### src/rtl/fp_log_iter.sv
// fp_log_iter: multi-cycle binary32 log2, one fraction bit per cycle by mantissa squaring.
// Define FP_LOG_BASE_SEL_EN to add the SCALE stage that rescales the result to ln or log10.
module fp_log_iter #(
  parameter int FRAC_BITS = 24,
  parameter int MW        = 32
) (
  input  logic        clk,
  input  logic        rst,
  input  logic        in_valid,
  output logic        in_ready,
  input  logic [31:0] in_x,
  input  logic [1:0]  in_mode,
  output logic        out_valid,
  input  logic        out_ready,
  output logic [31:0] out_y,
  output logic [1:0]  out_flags
);
  localparam int RW = 9 + FRAC_BITS;
  localparam int CW = $clog2(FRAC_BITS + 1);
`ifdef FP_LOG_BASE_SEL_EN
  localparam int PW = RW + 32;
  localparam int PF = FRAC_BITS + 32;
`else
  localparam int PW = RW;
  localparam int PF = FRAC_BITS;
`endif
  localparam int NW = PW + 26;
  localparam int KW = $clog2(PW) + 1;

  typedef enum logic [2:0] {IDLE, NORM, ITER, SCALE, PACK, DONE} state_e;

  state_e            state_q, state_d;
  logic [30:0]       x_q, x_d;
  logic signed [8:0] e_q, e_d;
  logic [MW-1:0]     m_q, m_d;
  logic [FRAC_BITS-1:0] f_q, f_d;
  logic [CW-1:0]     cnt_q, cnt_d;
  logic [31:0]       y_q, y_d;
  logic [1:0]        fl_q, fl_d;
  logic              rdy_q, rdy_d;
  logic              vld_q, vld_d;
`ifdef FP_LOG_BASE_SEL_EN
  logic [1:0]        mode_q, mode_d;
  logic [PW-1:0]     p_q, p_d;
  logic [PW-1:0]     c_w;
`else
  logic              unused_mode;
  assign unused_mode = ^in_mode;
`endif

  logic        is_zero, is_nan, is_inf, special;
  logic [31:0] sp_y;
  logic [1:0]  sp_fl;

  assign is_zero = in_x[30:0] == 31'd0;
  assign is_nan  = (in_x[30:23] == 8'hFF) && (in_x[22:0] != 23'd0);
  assign is_inf  = (in_x[30:23] == 8'hFF) && (in_x[22:0] == 23'd0);

  always_comb begin
    sp_y    = 32'h0;
    sp_fl   = 2'b00;
    special = 1'b1;
    if (is_zero) begin
      sp_y  = 32'hFF80_0000;
      sp_fl = 2'b01;
    end else if (is_nan) begin
      sp_y  = 32'h7FC0_0000;
      sp_fl = {~in_x[22], 1'b0};
    end else if (in_x[31]) begin
      sp_y  = 32'h7FC0_0000;
      sp_fl = 2'b10;
    end else if (is_inf) begin
      sp_y  = 32'h7F80_0000;
    end else if (in_x != 32'h3F80_0000) begin
      special = 1'b0;
    end
  end

  // Subnormals: shift the leading one out so m is again 1.frac
  logic [4:0]        lz;
  logic signed [8:0] n_e;
  logic [22:0]       n_f;

  always_comb begin
    lz = 5'd0;
    for (int i = 0; i < 23; i++)
      if (x_q[i]) lz = 5'(22 - i);
    if (x_q[30:23] == 8'd0) begin
      n_e = -9'sd127 - $signed({4'b0, lz});
      n_f = x_q[22:0] << (lz + 5'd1);
    end else begin
      n_e = $signed({1'b0, x_q[30:23]}) - 9'sd127;
      n_f = x_q[22:0];
    end
  end

  logic [2*MW-1:0] sq;
  logic            bit_i;
  logic [MW-1:0]   m_nx;
  logic            unused_sq;

  assign sq        = {{MW{1'b0}}, m_q} * {{MW{1'b0}}, m_q};
  assign bit_i     = sq[2*MW-1];
  assign m_nx      = bit_i ? sq[2*MW-1 -: MW] : sq[2*MW-2 -: MW];
  assign unused_sq = ^sq[MW-2:0];

  logic [RW-1:0] r, mag;
  logic          neg;

  assign r   = {e_q, f_q};
  assign neg = e_q[8];
  assign mag = neg ? -r : r;

`ifdef FP_LOG_BASE_SEL_EN
  // 2^32 acts as 1.0 in Q0.32 so log2 shares the product path
  always_comb begin
    case (mode_q)
      2'b01:   c_w = PW'(32'hB172_17F8);
      2'b10:   c_w = PW'(32'h4D10_4D42);
      default: c_w = PW'(33'h1_0000_0000);
    endcase
    p_d = PW'(mag) * c_w;
  end
`endif

  logic [PW-1:0] src;
  logic [KW-1:0] k;
  logic [NW-1:0] norm;
  logic [23:0]   sig;
  logic          gd, st;
  logic [24:0]   sig_r;
  logic [7:0]    be;
  logic [31:0]   y_pk;

  always_comb begin
`ifdef FP_LOG_BASE_SEL_EN
    src = p_q;
`else
    src = mag;
`endif
    k = '0;
    for (int i = 0; i < PW; i++)
      if (src[i]) k = KW'(i);
    norm  = {src, 26'd0} << (KW'(PW - 1) - k);
    sig   = norm[NW-1 -: 24];
    gd    = norm[NW-25];
    st    = |norm[NW-26:0];
    sig_r = {1'b0, sig} + 25'(gd & (st | sig[0]));
    be    = 8'(k) + 8'(127 - PF) + 8'(sig_r[24]);
    y_pk  = {neg, be, sig_r[24] ? sig_r[23:1] : sig_r[22:0]};
    if (src == '0) y_pk = 32'h0;
  end

  always_comb begin
    state_d = state_q;
    x_d     = x_q;
    e_d     = e_q;
    m_d     = m_q;
    f_d     = f_q;
    cnt_d   = cnt_q;
    y_d     = y_q;
    fl_d    = fl_q;
`ifdef FP_LOG_BASE_SEL_EN
    mode_d  = mode_q;
`endif
    case (state_q)
      IDLE: if (in_valid) begin
        if (special) begin
          y_d     = sp_y;
          fl_d    = sp_fl;
          state_d = DONE;
        end else begin
          x_d     = in_x[30:0];
`ifdef FP_LOG_BASE_SEL_EN
          mode_d  = in_mode;
`endif
          state_d = NORM;
        end
      end
      NORM: begin
        e_d     = n_e;
        m_d     = {1'b1, n_f, {(MW-24){1'b0}}};
        f_d     = '0;
        cnt_d   = '0;
        state_d = ITER;
      end
      ITER: begin
        m_d   = m_nx;
        f_d   = {f_q[FRAC_BITS-2:0], bit_i};
        cnt_d = cnt_q + CW'(1);
        if (cnt_q == CW'(FRAC_BITS - 1))
`ifdef FP_LOG_BASE_SEL_EN
          state_d = SCALE;
`else
          state_d = PACK;
`endif
      end
`ifdef FP_LOG_BASE_SEL_EN
      SCALE: state_d = PACK;
`endif
      PACK: begin
        y_d     = y_pk;
        fl_d    = 2'b00;
        state_d = DONE;
      end
      DONE: if (out_ready) state_d = IDLE;
      default: state_d = IDLE;
    endcase
    rdy_d = state_d == IDLE;
    vld_d = state_d == DONE;
  end

  always_ff @(posedge clk) begin
    if (rst) begin
      state_q <= IDLE;
      x_q     <= '0;
      e_q     <= '0;
      m_q     <= '0;
      f_q     <= '0;
      cnt_q   <= '0;
      y_q     <= '0;
      fl_q    <= '0;
      rdy_q   <= 1'b1;
      vld_q   <= 1'b0;
`ifdef FP_LOG_BASE_SEL_EN
      mode_q  <= '0;
      p_q     <= '0;
`endif
    end else begin
      state_q <= state_d;
      x_q     <= x_d;
      e_q     <= e_d;
      m_q     <= m_d;
      f_q     <= f_d;
      cnt_q   <= cnt_d;
      y_q     <= y_d;
      fl_q    <= fl_d;
      rdy_q   <= rdy_d;
      vld_q   <= vld_d;
`ifdef FP_LOG_BASE_SEL_EN
      mode_q  <= mode_d;
      if (state_q == SCALE) p_q <= p_d;
`endif
    end
  end

  assign in_ready  = rdy_q;
  assign out_valid = vld_q;
  assign out_y     = y_q;
  assign out_flags = fl_q;
endmodule

### config.mk
export PLATFORM = sky130hd
export DESIGN_NAME = fp_log_iter
export DESIGN_NICKNAME = d
export VERILOG_FILES = /design/src/rtl/fp_log_iter.sv
export SDC_FILE = /design/constraint.sdc
export NUM_CORES = 2
export LEC_CHECK = 0
export BUFFER_PORTS_ARGS = -buffer_cell sky130_fd_sc_hd__buf_4
export CAP_MARGIN = 5
export CORE_MARGIN = 1
export CORE_UTILIZATION = 35
export DETAILED_ROUTE_END_ITERATION = 12
export SYNTH_ARGS = -nofsm -noshare
export SYNTH_HDL_FRONTEND = slang
export SYNTH_SLANG_ARGS = --single-unit
export TNS_END_PERCENT = 10
### constraint.sdc
create_clock -name clk -period 12.9 [get_ports clk]
set_input_delay 0.645 -clock clk [delete_from_list [all_inputs] [get_ports clk]]
set_output_delay 0.645 -clock clk [all_outputs]
set_load 0.02 [all_outputs]
======== Word level (Yosys, flattened, before mapping) ========
Index checks and enable logic that the tools add are counted.
storage, ports and cells
  register bits after elaboration ......... 140
  word-level logic and storage cells ...... 137
  output and inout bits ................... 36
  input bits .............................. 38
cells by class
  multiply operators ...................... 1
  reductions and logical operators ........ 14
  shifts and indexed selects .............. 2
  muxes and demuxes ....................... 87
  $add $sub $neg .......................... 9
  equal/unequal tests ..................... 10
  bitwise operators ....................... 4
operators by type and width
  cell                                                               count
  7-bit 2-to-1 mux                                                   31
  32-bit 2-to-1 mux                                                  5
  32-bit case mux with 2 select lines                                2
  5-bit 2-to-1 mux                                                   23
  31-bit 2-to-1 mux                                                  3
  32-bit by 32-bit multiplier with 64-bit output                     1
  59-bit by 7-bit << shifter with 59-bit output                      1
  24-bit case mux with 2 select lines                                1
  23-bit 2-to-1 mux                                                  2
  34-bit OR reduction                                                1
  33-bit zero test                                                   1
  33-bit 2-to-1 mux                                                  1
  33-bit negator                                                     1
  32-bit by 30-bit != test with 1-bit output, second input constant  1
  31-bit zero test                                                   1
  24-bit by 1-bit adder with 25-bit output                           1
  23-bit zero test                                                   1
  23-bit nonzero test                                                1
  23-bit by 5-bit << shifter with 23-bit output                      1
  3-bit case mux with 5 select lines                                 1
  3-bit 2-to-1 mux                                                   4
  5-bit by 1-bit adder with 5-bit output, second input constant      2
  2-bit 2-to-1 mux                                                   5
  5-bit case mux with 2 select lines                                 1
  other kinds (22)                                                   35

======== Logic depth before layout (Yosys ltp) ========
  depth in word-level cells ............... 43
  gate-level depth with buffers ........... 39
  depth with buffers taken out ............ 35

======== Least setup slack after synthesis ========
Ideal clock, no wire load.
  kind .................................... register -> register
  start ................................... reg m_q[19]
  end ..................................... reg m_q[24]
  path buffers ............................ 5
  cell stages (with the launch flop) ...... 36
  data arrival time ....................... 8.806 ns
  setup time .............................. 0.121 ns
  slack ................................... 3.974 ns
  data required time ...................... 12.779 ns
  period minus slack after synthesis ...... 8.926 ns
  cells stage by stage .................... dfxtp_1 clkbuf_1 clkbuf_1 nand2_1 fa_1 inv_1 fa_1 inv_1 fa_1 inv_1 fa_1 inv_1 fa_1 inv_1 fa_1 fa_1 inv_1 fa_1 inv_1 ha_1 nand4_1 or4_1 o211a_1 nand3b_1 a211oi_1 o21a_1 o31ai_1 a21o_1 a211o_1 o211ai_1 clkbuf_1 clkbuf_1 buf_1 o211ai_1 o31ai_1 nor2_1
between the ends
  word-level cells in the longest chain between the ends .. 3
RTL lines
  item                                            RTL line  RTL
  start, declared                                 35        logic [MW-1:0] m_q, m_d;
  start signal, assigned                          233       m_q <= m_d;
  32-bit by 32-bit multiplier with 64-bit output  102       assign sq = {{MW{1'b0}}, m_q} * {{MW{1'b0}}, m_q};
  32-bit 2-to-1 mux                               104       assign m_nx = bit_i ? sq[2*MW-1 -: MW] : sq[2*MW-2 -: MW];
  32-bit case mux with 2 select lines             166       case (state_q)
Every way passes these cells.
A chain may end at the register's enable or synchronous reset.

======== Final worst setup path ========
  start ................................... reg m_q[3]
  end ..................................... reg m_q[30]
Same word-level chain as after synthesis.

==> run_results.csv <==
group,metric,value,unit
timing,setup_ws,2.16,ns
min_path,hold_start,"in_x[9]",
placement,place_area,43300,um^2
timing,rsz0062_at_grt,"no",
worst_setup_path,crit_slowest_cell,"dfxtp_1",
clock_tree,clockBufferDepth,2,
clock_tree,cts-hold-fix-buffers,0,
logic_synthesis,synthFlopType,"dfxtp_1",
worst_setup_path,critPathKind,"reg -> reg",
layout,utilization,37.6,%
clock_tree,cts_root_buffer,"clkbuf_16",
logic_synthesis,ys_async_sr_fraction,0,%
global_routing,grt_pass1_vias,34740,
logic_synthesis,netlist_instances,4795,
clock_tree,clock_latency,0.46,ns
floorplan,start_util,35.5,%
worst_setup_path,reg2reg_from,"m_q[3]",
floorplan,die_h,346,um
timing,hold_slack,0.434,ns
placement,dpl.cell_count,6187,
worst_setup_path,startpoint_type,"flip-flop",
timing,setup_tns,0,ns
placement,hpwl,96.2,mm
clock_tree,htreeDepth,4,
layout,nets,5810,
power,irDropWorstVdd,0.000143,V
logic_synthesis,synthXorXnorAreaFrac,2.50,%
logic_synthesis,yosysSeqAreaShare,6.77,%
logic_synthesis,synth_area,41400,um^2
timing,worst_pin_slew,1.13,ns
logic_synthesis,synth_top_family_by_area,"adder cells",
clock_tree,cts_tree,"done",
worst_setup_path,end_kind,"flip-flop",
timing,relSlewSlack,23.4,%
logic_synthesis,synthAdderAreaFrac,47.6,%
worst_setup_path,r2r_cells,32,
global_routing,overflow,0,
logic_synthesis,synth_seq_cells,140,
routing,routedWlPerCell,19.8,um
timing,setup-violations-final,0,
worst_setup_path,critPathMaxFanout,31,
routing,first_iter_violations,2641,
logic_synthesis,synth-simple-area-share,15.7,%
global_routing,grt_use_total,21.0,%
layout,syn2layout_area_growth,6.00,%
logic_synthesis,synth_cell_types,104,
clock_tree,cts_inserted_buffers,17,
job,cap_violations,0,
routing,final_antenna_net_count,0,
layout,postLayoutCellArea,43900,um^2
logic_synthesis,synth_compound_area_share,12.4,%
routing,drc,0,
worst_setup_path,critPathMaxStageDelay,0.96,ns
power,power_density,135,nW/um^2
timing,clock.fmax,93.1,MHz
global_routing,antenna_found_initial,1,
timing,clock_skew,0.0216,ns
timing,drv_slew,0,
floorplan,ios,74,
layout,fillers,11986,
logic_synthesis,avgSynthCellArea,8.63,um^2
worst_setup_path,ff2ff_setup_slack,2.16,ns
worst_setup_path,cp.arrival,11.06,ns
placement,gp_congestion,0.938,
floorplan,die_x,346,um
power,power_leakage,21.7,nW
floorplan,rows,125,
layout,drive_above_1_share,5.75,%
status,status,"completed",
layout,fin_cells,6220,
routing,num_vias,33324,
routing,viasPerCell,5.36,
routing,drt_first_pass_iters,8,
global_routing,grt_max_degree,87,
timing,hold_viol,0,
floorplan,core,117000,um^2
logic_synthesis,ys.warnings.count,0,
clock_tree,ctsResizeCount,0,
min_path,hold_path_end,"x_q[9]",
logic_synthesis,syn-num-nets,5923,
timing,post-route-period-util,83.2,%
worst_setup_path,required,13.23,ns
min_path,worstHoldPathCells,3,
power,p_total,5.94,mW
placement,dp_slack,2.27,ns
routing,routed_wl,123,mm
clock_tree,cts.sinks,140,
worst_setup_path,r2r_end,"m_q[30]",
global_routing,grt_pass1_wl,198,mm
logic_synthesis,synth_edf_count,0,
timing,period_minus_slack,10.74,ns
logic_synthesis,muxShareOfSynthArea,3.13,%
clock_tree,cts.reportedPaths.clkPinSlew,0.08,ns
clock_tree,post_cts_buffers,0,
floorplan,die_area,120000,um^2
min_path,hold_class,"in -> reg",
placement,numPortBuffers,71,
## sequential cells by signal (all words and copies together), names as in the netlist
| name | flops |
|---|---|
| f_q | 24 |
| cnt_q | 5 |
| state_q | 3 |
| x_q | 31 |
| in_ready | 1 |
| out_y | 32 |
| out_valid | 1 |
| out_flags | 2 |
| m_q | 32 |
| e_q | 9 |
## layout make-up
type	instances	area [um^2]	area share, %
multi-input cells	3365	33700	76.8
inverters	1021	3830	8.74
flip-flops and latches	140	2810	6.40
well taps	1524	1910	4.35
repair buffers	137	1040	2.37
clock buffers	20	447	1.02
clock inverters	12	125	0.285
diodes	1	2.50	0.00570
## cells by family (layout without fill, tap and decap cells)
family | count (synthesis) | in the layout
adder cells (fa/ha/maj) | 1090 | 1090
AND/OR/NAND/NOR | 1338 | 1338
other | 0 | 1
XOR/XNOR | 116 | 116
buffers and inverters | 1290 | 1190
AO/OA/AOI/OAI | 725 | 725
multiplexers | 96 | 96
flip-flops | 140 | 140
## power by group
| part | total, mW | switching, mW | internal [mW] |
|---|---|---|---|
| logic | 4.89 | 3.16 | 1.73 |
| registers | 0.541 | 0.0689 | 0.473 |
| clock network | 0.514 | 0.238 | 0.276 |
## metal layers
| layer | GRT usage, % | part of all wire (%) |
|---|---|---|
| met5 | 0 | 0 |
| met4 | 5.83 | 2.8 |
| met3 | 2.34 | 6.3 |
| met2 | 35.6 | 48 |
| met1 | 28.2 | 43 |
## worst max path at each step
stage	start	endpoint	cells past startpoint	slack [ns]
floorplan	m_q[19]	m_q[24]	35	3.97
global placement	m_q[3]	m_q[27]	32	2.39
detailed placement	m_q[3]	m_q[30]	32	2.27
CTS	m_q[3]	m_q[30]	32	2.24
global route	m_q[3]	m_q[30]	32	1.62
finish	m_q[3]	m_q[30]	32	2.16
## synthesized netlist by cell type (all sizes together) (16+ instances only)
library cell,number,area share [%]
or2,16,0.24
o22ai,23,0.35
a2111oi,25,0.64
nor2,261,2.4
nand3,57,0.69
a221oi,26,0.57
mux4,25,1.4
nor4,47,0.99
inv,1013,9.2
a21oi,172,2.1
fa,806,39
xnor2,66,1.4
a21o,32,0.58
a211oi,55,1.0
nand2,518,4.7
xor2,50,1.1
nor3,80,1.0
nor2b,23,0.35
a22oi,35,0.63
o21ai,90,1.1
clkbuf,235,2.1
a31oi,33,0.50
dfxtp,140,6.8
and3,21,0.32
ha,284,8.6
o211ai,34,0.63
and2,208,3.1
nand4,22,0.35
nand2b,16,0.26
or3,22,0.33
o31ai,24,0.46
mux2i,63,1.6
buf,34,0.45
o21a,17,0.31
## worst max-delay path, delay by kind of cell (launching register included)
| family | cells | cell delay, ns |
|---|---|---|
| AO/OA/AOI/OAI | 9 | 3.10 |
| flip-flops | 1 | 0.96 |
| adder cells (fa/ha/maj) | 9 | 4.22 |
| AND/OR/NAND/NOR | 5 | 1.51 |
| buffers and inverters | 9 | 0.79 |
## layout by cell type (no fill, tap or decap), types with 15 or more instances in the layout
cell type  instances
a2111oi_0         18
a211oi_1          54
a21o_1            32
a21oi_1          171
a221oi_1          25
a22oi_1           35
a31oi_1           33
and2_1           208
and3_1            21
buf_4            136
clkbuf_16         17
dfxtp_1          138
fa_1             806
ha_1             284
inv_1           1010
mux2i_1           62
mux4_2            25
nand2_1          518
nand2b_1          15
nand3_1           57
nand4_1           21
nor2_1           258
nor2b_1           23
nor3_1            75
nor4_1            38
o211ai_1          33
o21a_1            17
o21ai_0           74
o22ai_1           23
o31ai_1           22
or2_2             16
or3_1             22
xnor2_1           66
xor2_1            49
No activity file was read; power rests on OpenSTA's default activity.
